--- config.mk ---
export PLATFORM = sky130hd
export DESIGN_NAME = bram_port_arbiter
export DESIGN_NICKNAME = d
export VERILOG_FILES = /design/src/rtl/bram_arb_pkg.sv /design/src/rtl/bram_port_arbiter_rr_pick.sv /design/src/rtl/bram_port_arbiter.sv
export SDC_FILE = /design/constraint.sdc
export NUM_CORES = 1
export LEC_CHECK = 0
export ABC_CLOCK_PERIOD_IN_PS = 2000
export CAP_MARGIN = 20
export CORE_AREA = 4 4 109 111
export CTS_BUF_LIST = sky130_fd_sc_hd__clkbuf_8
export DETAILED_ROUTE_END_ITERATION = 12
export DIE_AREA = 0 0 113 115
export PLACE_DENSITY_LB_ADDON = 0.2
export SETUP_SLACK_MARGIN = 0.15
export SYNTH_ARGS = -nofsm -noshare
export SYNTH_HDL_FRONTEND = slang
export SYNTH_SLANG_ARGS = --single-unit
--- constraint.sdc ---
create_clock -name clk -period 2 [get_ports clk]
set_input_delay 0.2 -clock clk [delete_from_list [all_inputs] [get_ports clk]]
set_output_delay 0.2 -clock clk [all_outputs]
set_load 0.03 [all_outputs]
--- src/rtl/bram_arb_pkg.sv ---
// Shared types and helpers for the BRAM port arbiter: FSM states, mode
// encodings and a constant-width helper for index/counter sizing.
package bram_arb_pkg;

    typedef enum logic {
        IDLE  = 1'b0,
        GRANT = 1'b1
    } state_t;

    localparam logic MODE_RR    = 1'b0;
    localparam logic MODE_FIXED = 1'b1;

    // Never returns less than 1 so single-value indices still get a bit.
    function automatic int clog2(input int n);
        int r;
        r = 0;
        for (int i = 0; i < 31; i++) begin
            if ((1 << i) < n) r = i + 1;
        end
        return (r < 1) ? 1 : r;
    endfunction

endpackage

--- src/rtl/bram_port_arbiter_rr_pick.sv ---
// Combinational winner selection: rotate requests so the search starts at the
// base index, take the lowest set bit, then rotate the index back.
module rr_pick
    import bram_arb_pkg::*;
#(
    parameter int NUM_CH = 4,
    parameter int IDX_W  = clog2(NUM_CH)
) (
    input  logic [NUM_CH-1:0] req,
    input  logic [IDX_W-1:0]  rr_ptr,
    input  logic              mode,
    output logic [IDX_W-1:0]  winner,
    output logic              any_req
);

    logic [IDX_W-1:0]  w_base;
    logic [NUM_CH-1:0] w_rot;
    int                w_j;
    int                w_idx;
    int                w_win;

    // Fixed priority is round-robin with the search anchored at channel 0.
    assign w_base  = (mode == MODE_FIXED) ? '0 : rr_ptr;
    assign any_req = |req;

    always_comb begin
        w_rot  = '0;
        w_j    = 0;
        w_idx  = 0;
        w_win  = 0;
        winner = '0;
        for (int i = 0; i < NUM_CH; i++) begin
            w_j = i + int'(w_base);
            if (w_j >= NUM_CH) w_j = w_j - NUM_CH;
            w_rot[i] = req[IDX_W'(w_j)];
        end
        for (int i = NUM_CH - 1; i >= 0; i--) begin
            if (w_rot[i]) w_idx = i;
        end
        w_win = w_idx + int'(w_base);
        if (w_win >= NUM_CH) w_win = w_win - NUM_CH;
        winner = IDX_W'(w_win);
    end

endmodule

--- src/rtl/bram_port_arbiter.sv ---
// N-channel request/grant arbiter in front of one BRAM port, with bounded
// bursts and read-valid routed back to the channel that issued the read.
module bram_port_arbiter
    import bram_arb_pkg::*;
#(
    parameter int NUM_CH    = 4,
    parameter int ADDR_W    = 9,
    parameter int DATA_W    = 32,
    parameter int RD_LAT    = 2,
    parameter int MAX_BURST = 4
) (
    input  logic                     clk,
    input  logic                     resetn,
    input  logic                     mode,
    input  logic [NUM_CH-1:0]        req,
    input  logic [NUM_CH*ADDR_W-1:0] addr,
    input  logic [NUM_CH-1:0]        we,
    input  logic [NUM_CH*DATA_W-1:0] wdata,
    output logic [NUM_CH-1:0]        gnt,
    output logic [NUM_CH-1:0]        rvalid,
    output logic [DATA_W-1:0]        rdata,
    output logic [ADDR_W-1:0]        addr_bram,
    output logic                     en_bram,
    output logic                     we_bram,
    output logic [DATA_W-1:0]        din_bram,
    input  logic [DATA_W-1:0]        dout_bram
);

    localparam int IDX_W  = clog2(NUM_CH);
    localparam int BEAT_W = clog2(MAX_BURST + 1);

    state_t            r_state;
    state_t            w_state_nxt;
    logic [IDX_W-1:0]  r_owner;
    logic [IDX_W-1:0]  r_rr_ptr;
    logic              r_mode;
    logic [BEAT_W-1:0] r_beat_cnt;
    logic [NUM_CH-1:0] r_rd_pipe [RD_LAT];

    logic [IDX_W-1:0]  w_winner;
    logic [IDX_W-1:0]  w_owner_inc;
    logic              w_any_req;
    logic [BEAT_W-1:0] w_beat_inc;
    logic              w_access;
    logic              w_last;
    logic              w_leave;
    logic [NUM_CH-1:0] w_owner_oh;
    logic [NUM_CH-1:0] w_push;
    logic              w_sel_req;
    logic              w_sel_we;
    logic [ADDR_W-1:0] w_sel_addr;
    logic [DATA_W-1:0] w_sel_wdata;

    rr_pick #(
        .NUM_CH (NUM_CH),
        .IDX_W  (IDX_W)
    ) u_pick (
        .req     (req),
        .rr_ptr  (r_rr_ptr),
        .mode    (mode),
        .winner  (w_winner),
        .any_req (w_any_req)
    );

    always_comb begin
        w_owner_oh  = '0;
        w_sel_req   = 1'b0;
        w_sel_we    = 1'b0;
        w_sel_addr  = '0;
        w_sel_wdata = '0;
        for (int i = 0; i < NUM_CH; i++) begin
            if (r_owner == IDX_W'(i)) begin
                w_owner_oh[i] = 1'b1;
                w_sel_req     = req[i];
                w_sel_we      = we[i];
                w_sel_addr    = addr[i*ADDR_W +: ADDR_W];
                w_sel_wdata   = wdata[i*DATA_W +: DATA_W];
            end
        end
    end

    always_comb begin
        gnt       = '0;
        en_bram   = 1'b0;
        we_bram   = 1'b0;
        addr_bram = '0;
        din_bram  = '0;
        if (r_state == GRANT) begin
            gnt       = w_owner_oh;
            en_bram   = w_sel_req;
            we_bram   = w_sel_req & w_sel_we;
            addr_bram = w_sel_addr;
            din_bram  = w_sel_wdata;
        end
    end

    assign rdata       = dout_bram;
    assign w_access    = (r_state == GRANT) && w_sel_req;
    assign w_beat_inc  = r_beat_cnt + 1'b1;
    assign w_last      = w_access && (w_beat_inc == BEAT_W'(MAX_BURST));
    assign w_leave     = (r_state == GRANT) && (!w_sel_req || w_last);
    assign w_owner_inc = (r_owner == IDX_W'(NUM_CH - 1)) ? '0 : r_owner + 1'b1;

    always_comb begin
        w_state_nxt = r_state;
        case (r_state)
            IDLE:    if (w_any_req) w_state_nxt = GRANT;
            GRANT:   if (w_leave) w_state_nxt = IDLE;
            default: w_state_nxt = IDLE;
        endcase
    end

    // Mode is latched at arbitration so a mid-grant change cannot move rr_ptr.
    always_ff @(posedge clk) begin
        if (!resetn) begin
            r_state    <= IDLE;
            r_owner    <= '0;
            r_rr_ptr   <= '0;
            r_beat_cnt <= '0;
            r_mode     <= MODE_RR;
        end else begin
            r_state <= w_state_nxt;
            if ((r_state == IDLE) && w_any_req) begin
                r_owner    <= w_winner;
                r_mode     <= mode;
                r_beat_cnt <= '0;
            end
            if (w_access) r_beat_cnt <= w_beat_inc;
            if (w_leave && (r_mode == MODE_RR)) r_rr_ptr <= w_owner_inc;
        end
    end

    // Read-return tag pipeline: one-hot owner per read, zero otherwise.
    assign w_push = (en_bram && !we_bram) ? w_owner_oh : '0;

    always_ff @(posedge clk) begin
        if (!resetn) begin
            for (int k = 0; k < RD_LAT; k++) r_rd_pipe[k] <= '0;
        end else begin
            r_rd_pipe[0] <= w_push;
            for (int k = 1; k < RD_LAT; k++) r_rd_pipe[k] <= r_rd_pipe[k-1];
        end
    end

    assign rvalid = r_rd_pipe[RD_LAT-1];

endmodule

Word level (Yosys, flattened, before mapping)
Memories as Yosys holds them, arrays and structs flattened. Cells that the tools add are included.

Bits in registers: 9. Latch bits: 0. Memory bits (writable): 8. Memory bits (read-only): 0. Input bits: 207. Word-level logic and storage cells: 105. Memories kept: 1.

Memory list: r_rd_pipe (depth 2, bits a word 4, rd ports 2, clocked after Yosys merged registers in 0, wr ports 2, RTL line bram_port_arbiter.sv:38) `logic [NUM_CH-1:0] r_rd_pipe [RD_LAT];`.

Add/subtract/negate cells: 11. Multiply operators: 0. Divide/modulo/power cells: 0. $lt $le $gt $ge: 9. Equality and inequality tests: 4. Shifts and indexed selects: 0. Multiplexer cells: 58. Bitwise logic cells: 5. Reduce and logical (&&, ||, !) cells: 12.

Operators by type and width (number): two-way mux 32 bit (5); two-way mux 9 bit (5); two-way mux 1 bit (26); two-way mux 2 bit (11); < comparator 2 x 4 -> 1 bit (second input constant) (4); two-way mux 4 bit (4); greater-or-equal comparator 3 bit (second input constant) (4); subtractor 2 x 1 -> 2 bit (second input constant) (5); binary-select mux 1 bit (select 2 bit) (4); adder 2 x 2 -> 3 bit (first input constant) (2); logical AND 1 bit (6); two-way mux 3 bit (2); equality test 2 bit (second input constant) (2); OR reduction 4 bit (1); adder 1 x 2 -> 3 bit (first input constant) (1); adder 2 x 2 -> 3 bit (1); adder 3 x 1 -> 3 bit (second input constant) (1); equality test 3 bit (second input constant) (1); greater-or-equal comparator 2 x 3 -> 1 bit (second input constant) (1); adder 2 x 1 -> 2 bit (second input constant) (1); equality test 2 x 1 -> 1 bit (second input constant) (1); zero test 1 bit (2); zero test 2 bit (1); NOT 1 bit (2); other kinds (5) (6).

Longest topological paths before layout
Depth after elaboration: 14. Depth in mapped cells: 9.

Hierarchy
A second synthesis with hierarchy kept.

Cells, all modules: 433. Area total of the unflattened synthesis: 2682.6 µm².

Modules (own cells, without submodules): bram_port_arbiter (instances 1, cells each 400, area an instance 2467.4 µm², sequential area each 340.3 µm²); rr_pick (instances 1, cells each 33, area an instance 215.2 µm², sequential area each 0.0 µm²).

Worst setup path before layout
OpenSTA, ideal clock, no wires.

Path kind: reg-to-output. Start point: register r_owner[0]. End point: output din_bram[11]. Arrival time: 1.917 ns. Path slack: -0.117 ns. Cell stages (with the launch flop): 10. Cells stage by stage: dfxtp_1 inv_1 ha_1 nor2b_1 clkbuf_1 clkbuf_1 a221oi_1 nor3_1 a21oi_1 nor2b_1.

Word-level cells in the longest chain between the ends: 6. Elaborated cells between the ends (all ways): 9. Those cells by class: 3 x eq/ne; 5 x mux; 1 x reduce/logical.

Ends and longest elaborated chain: start, declared (RTL line bram_port_arbiter.sv:34) `logic [IDX_W-1:0] r_owner;`; start signal, assigned (RTL line bram_port_arbiter.sv:124) `r_owner <= w_winner;`; zero test 2 bit (RTL line bram_port_arbiter.sv:72) `if (r_owner == IDX_W'(i)) begin`; two-way mux 32 bit (3 in series) (RTL line bram_port_arbiter.sv:72); two-way mux 32 bit (*) (RTL line bram_port_arbiter.sv:72); two-way mux 32 bit (*) (RTL line bram_port_arbiter.sv:88) `if (r_state == GRANT) begin`; end, declared (RTL line bram_port_arbiter.sv:25) `output logic [DATA_W-1:0] din_bram,`.

Every way passes the cells marked *; elsewhere a longest branch is shown, timed or not.

Worst setup path in the final report
Start point: register r_owner[0]. End point: output we_bram.

Word-level cells in the longest chain between the ends: 7. Elaborated cells between the ends (all ways): 14. Those cells by class: 3 x eq/ne; 9 x mux; 1 x bitwise; 1 x reduce/logical.

Ends and longest elaborated chain: zero test 2 bit (RTL line bram_port_arbiter.sv:72); two-way mux 1 bit (4 in series) (RTL line bram_port_arbiter.sv:72); AND 1 bit (*) (RTL line bram_port_arbiter.sv:91) `we_bram = w_sel_req & w_sel_we;`; two-way mux 1 bit (*) (RTL line bram_port_arbiter.sv:88); end, declared (RTL line bram_port_arbiter.sv:24) `output logic we_bram,`.

Marked as above.

==> metrics.txt <==
# TYPE chip_impl_metric gauge
chip_impl_info{name="outcome",value="finished with violations"} 1
chip_impl_info{name="failed_checks",value="negative setup slack"} 1
chip_impl_metric{name="clkSlewWorstSetupHoldPaths",unit="ns"} 0.07
chip_impl_metric{name="critical_path_required",unit="ns"} 1.80
chip_impl_metric{name="finalMaxSlewViolations",unit=""} 0
chip_impl_info{name="grt_setup_unrepaired",value="true"} 1
chip_impl_metric{name="numCtsBuffers",unit=""} 3
chip_impl_metric{name="ports",unit=""} 290
chip_impl_metric{name="placementRows",unit=""} 38
chip_impl_metric{name="seq_area",unit="µm²"} 349.1
chip_impl_metric{name="finalCoreUtilization",unit=""} 0.6031
chip_impl_metric{name="final.setup.worst_slack",unit="ns"} -0.2229
chip_impl_metric{name="global_route_wire_length_before_repair",unit="mm"} 20.31
chip_impl_info{name="most-common-layout-cells",value="177 x clkdlybuf4s50_1, 65 x buf_6, 44 x buf_4"} 1
chip_impl_info{name="worst_hold_path_type",value="in2out"} 1
chip_impl_info{name="cts_tree",value="done"} 1
chip_impl_metric{name="vias",unit=""} 3752
chip_impl_metric{name="timing.clock.skew",unit="ns"} 0.005087
chip_impl_info{name="root_buf_cell",value="clkbuf_8"} 1
chip_impl_metric{name="die_width",unit="µm"} 113
chip_impl_metric{name="syn_inst",unit=""} 381
chip_impl_metric{name="cts.htree.levels",unit=""} 1
chip_impl_metric{name="hold_viol_final",unit=""} 0
chip_impl_metric{name="critPathMaxStageDelay",unit="ns"} 0.38
chip_impl_metric{name="start_util",unit=""} 0.2431
chip_impl_info{name="timing.critical_path.slowest_stage_cell",value="dfxtp_4"} 1
chip_impl_metric{name="drive_gt1_frac",unit=""} 0.4477
chip_impl_metric{name="cellLeakagePower",unit="nW"} 2.523
chip_impl_metric{name="total_detailed_routing_wirelength",unit="mm"} 14.62
chip_impl_metric{name="achievable-frequency",unit="MHz"} 449.9
chip_impl_metric{name="synth-seq-cells",unit=""} 17
chip_impl_info{name="kind_of_cell_adding_the_most_delay_to_the_critical_path",value="buffers and inverters"} 1
chip_impl_metric{name="routabilityCongestion",unit=""} 0.8061
chip_impl_metric{name="die_area",unit="mm²"} 0.01300
chip_impl_metric{name="initial_antenna_violation_count",unit=""} 0
chip_impl_metric{name="syn-mean-instance-area",unit="µm²"} 6.887
chip_impl_metric{name="syn_nets",unit=""} 595
chip_impl_metric{name="drt.antenna.violating_nets",unit=""} 0
chip_impl_info{name="worst_path_most_repeated_cell",value="buf_12"} 1
chip_impl_metric{name="grt_max_degree",unit=""} 31
chip_impl_metric{name="slew_headroom",unit=""} 0.6640
chip_impl_metric{name="detail_route.drc_violations",unit=""} 0
chip_impl_metric{name="drtIter0Drc",unit=""} 114
chip_impl_metric{name="hold-path-cell-count",unit=""} 0
chip_impl_metric{name="register_area_share_after_synthesis",unit=""} 0.1297
chip_impl_metric{name="multi_input_area",unit="mm²"} 0.002626
chip_impl_metric{name="vdd_drop_max",unit="mV"} 0.2882
chip_impl_metric{name="syn-cell-area",unit="mm²"} 0.002624
chip_impl_metric{name="reported_max_cap_violation_count",unit=""} 0
chip_impl_metric{name="area_growth_syn_to_layout",unit="%"} 148.1
chip_impl_metric{name="grt_overflow_total",unit=""} 0
chip_impl_metric{name="dp.cells",unit=""} 712
chip_impl_metric{name="crit_path_max_fanout",unit=""} 7
chip_impl_info{name="r2r-end",value="r_rd_pipe[0][2]"} 1
chip_impl_metric{name="viasPerCell",unit=""} 4.930
chip_impl_metric{name="drt_pass1_iterations",unit=""} 4
chip_impl_metric{name="arrival",unit="ns"} 2.02
chip_impl_metric{name="yosys.cell_types.count",unit=""} 37
chip_impl_metric{name="num-nets-final",unit=""} 836
chip_impl_info{name="hold_end",value="rdata[13]"} 1
chip_impl_metric{name="min_period_over_period",unit=""} 1.111
chip_impl_metric{name="avgRoutedWirePerCell",unit="µm"} 19.22
chip_impl_metric{name="instances_no_fill",unit=""} 761
chip_impl_info{name="worstPathCellList",value="inv_4 -> buf_4 -> ha_4 -> buf_12 -> buf_12 -> nor2b_1 -> o31a_1 -> nor2_2 -> buf_6"} 1
chip_impl_metric{name="total_of_endpoints_with_negative_setup_slack_in_the_final_report",unit=""} 50
chip_impl_metric{name="crit_cells",unit=""} 9
chip_impl_metric{name="powerDensity",unit="mW/mm²"} 584.0
chip_impl_metric{name="first_global_vias",unit=""} 3853
chip_impl_metric{name="ys_warn_count",unit=""} 0
chip_impl_metric{name="detailed_place_hpwl",unit="mm"} 9.861
chip_impl_metric{name="core_region_area",unit="mm²"} 0.01079
chip_impl_info{name="start_kind",value="flop"} 1
chip_impl_metric{name="r2r_slack",unit="ns"} -0.13
chip_impl_info{name="worst_hold_startpoint",value="dout_bram[13]"} 1
chip_impl_metric{name="cts.path.max_buffers",unit=""} 2
chip_impl_metric{name="worst-r2r-cell-count",unit=""} 12
chip_impl_info{name="crit_type",value="reg2out"} 1
chip_impl_metric{name="clk_latency",unit="ns"} 0.26
chip_impl_metric{name="grt_use_total",unit=""} 0.1938
chip_impl_metric{name="ant_diodes",unit=""} 0
chip_impl_metric{name="floorplan.die.height",unit="µm"} 115
chip_impl_metric{name="number_of_filler_instances_in_the_final_layout",unit=""} 935
chip_impl_metric{name="place.port_buffers",unit=""} 225
chip_impl_metric{name="fin_crit",unit="ns"} 2.223
chip_impl_metric{name="timing_worst_slew_pin_value",unit="ns"} 0.5024
chip_impl_info{name="final_common_cell",value="clkdlybuf4s50_1"} 1
chip_impl_metric{name="clock_sinks",unit=""} 17
chip_impl_metric{name="buffering_stage_count_on_the_worst_path_with_inverters_included",unit=""} 5
chip_impl_info{name="end_kind",value="primary output"} 1
chip_impl_info{name="r2r_start",value="r_owner[0]"} 1
chip_impl_metric{name="placement.setup.worst_slack",unit="ns"} -0.7703
## report_power, final
part | internal, mW | total, mW | switching [mW]
Combinational | 1.73 | 3.16 | 1.43
Clock | 0.136 | 0.256 | 0.120
Sequential | 0.361 | 0.381 | 0.0196
Total | 2.23 | 3.80 | 1.57
## per-stage QoR
| step | area [µm²] | hold slack [ns] | setup TNS, ns | power (mW) |
|---|---|---|---|---|
| finish | 6509 | 0.4000 | -5.924 | 3.801 |
| global route | 6509 | 0.4000 | -10.58 | 4.029 |
| CTS | 5879 | 0.4002 | -4.522 | 3.331 |
| detailed placement | 5031 | 0.4002 | -22.66 | 2.439 |
| global placement | 5031 | 0.4002 | -20.13 | 2.422 |
| floorplan | 2748 | 0.3449 | 0 | 1.690 |
## area by class of cell
cell class / instances / share of cell area
clock buffer: 3 / 0.006344
sequential: 17 / 0.05363
clock inverter: 1 / 0.0005767
tap: 140 / 0.02691
timing repair buffer: 307 / 0.5052
inverter: 6 / 0.003845
multi-input combinational: 287 / 0.4035
## worst register-to-register path, cell delays in order (launching register included)
cell and delay (ns):
dfxtp_4 0.38, inv_4 0.05, buf_4 0.13, ha_4 0.20, buf_12 0.16, buf_12 0.13
a21oi_4 0.13, a221oi_4 0.08, o21ai_2 0.21, inv_2 0.08, buf_6 0.14, and3_4 0.17
and2_4 0.15
## what timing repair did
action | CTS | global route
setup buffers | 23 | 12
gates cloned | 2 | 8
gates resized for setup | 249 | 72
hold buffers | 0 | 0
setup endpoints to repair | 56 | 55
pin swaps | 31 | 36
## logic make-up (layout without fill, tap and decap cells)
kind of cell               after synthesis  in the layout  synth area share
DFF                                     17             17            0.1297
buffers and inverters                   78            317            0.1640
xor gates and xnor gates                 1              1          0.003339
and+or+nand+nor                        173            174            0.3762
adders and majority gates                7              7           0.03338
muxes                                    4              4           0.02003
AOI/OAI and AO/OA                      101            101            0.2732
## metal layers
metal	track usage	wire length, µm
met1	0.2139	5464
met2	0.3819	8144
met3	0.03632	769
met4	0.04327	246
met5	0	0
## registers in the layout (all words and copies together) (netlist names)
| name | flops |
|---|---|
| r_state | 1 |
| r_rd_pipe | 8 |
| r_rr_ptr | 2 |
| r_mode | 1 |
| r_beat_cnt | 3 |
| r_owner | 2 |
## Yosys cell counts
library cell | n | area, µm²
and3_1 | 2 | 12.51
mux2i_1 | 3 | 30.03
buf_2 | 2 | 10.01
mux4_2 | 1 | 22.52
a221oi_2 | 1 | 15.01
o221ai_1 | 1 | 8.760
o21ai_1 | 1 | 5.000
o31a_1 | 1 | 8.760
inv_1 | 5 | 18.77
o211ai_1 | 1 | 7.510
inv_2 | 1 | 3.750
nor3_1 | 42 | 210.2
nand2_1 | 12 | 45.04
nand2b_1 | 2 | 12.51
nand3_1 | 4 | 20.02
xnor2_1 | 1 | 8.760
clkbuf_1 | 31 | 116.4
ha_1 | 7 | 87.58
a211oi_1 | 1 | 7.510
buf_1 | 3 | 11.26
o21ai_2 | 1 | 8.760
a21boi_0 | 2 | 15.01
nand2b_4 | 1 | 13.76
a221oi_1 | 42 | 367.9
o21a_1 | 2 | 15.01
dfxtp_1 | 17 | 340.3
a2111oi_2 | 1 | 15.01
a21o_1 | 1 | 7.510
buf_4 | 36 | 270.3
o21bai_1 | 1 | 7.510
and2_1 | 13 | 81.33
a21oi_1 | 44 | 220.2
nand3b_1 | 3 | 22.52
and4b_1 | 1 | 10.01
a21boi_1 | 1 | 7.510
nor2_1 | 9 | 33.78
nor2b_1 | 84 | 525.5
## how the worst max path moves through the flow
stage	end	from	slack, ns
2_1_floorplan	din_bram[22]	r_owner[0]	0.13
3_3_place_gp	din_bram[27]	r_owner[0]	-0.75
3_5_place_dp	din_bram[27]	r_owner[0]	-0.77
4_1_cts	din_bram[31]	r_owner[0]	-0.24
5_1_grt	din_bram[31]	r_owner[1]	-0.32
6_report	we_bram	r_owner[0]	-0.22
(Power assumes the default switching activity.)
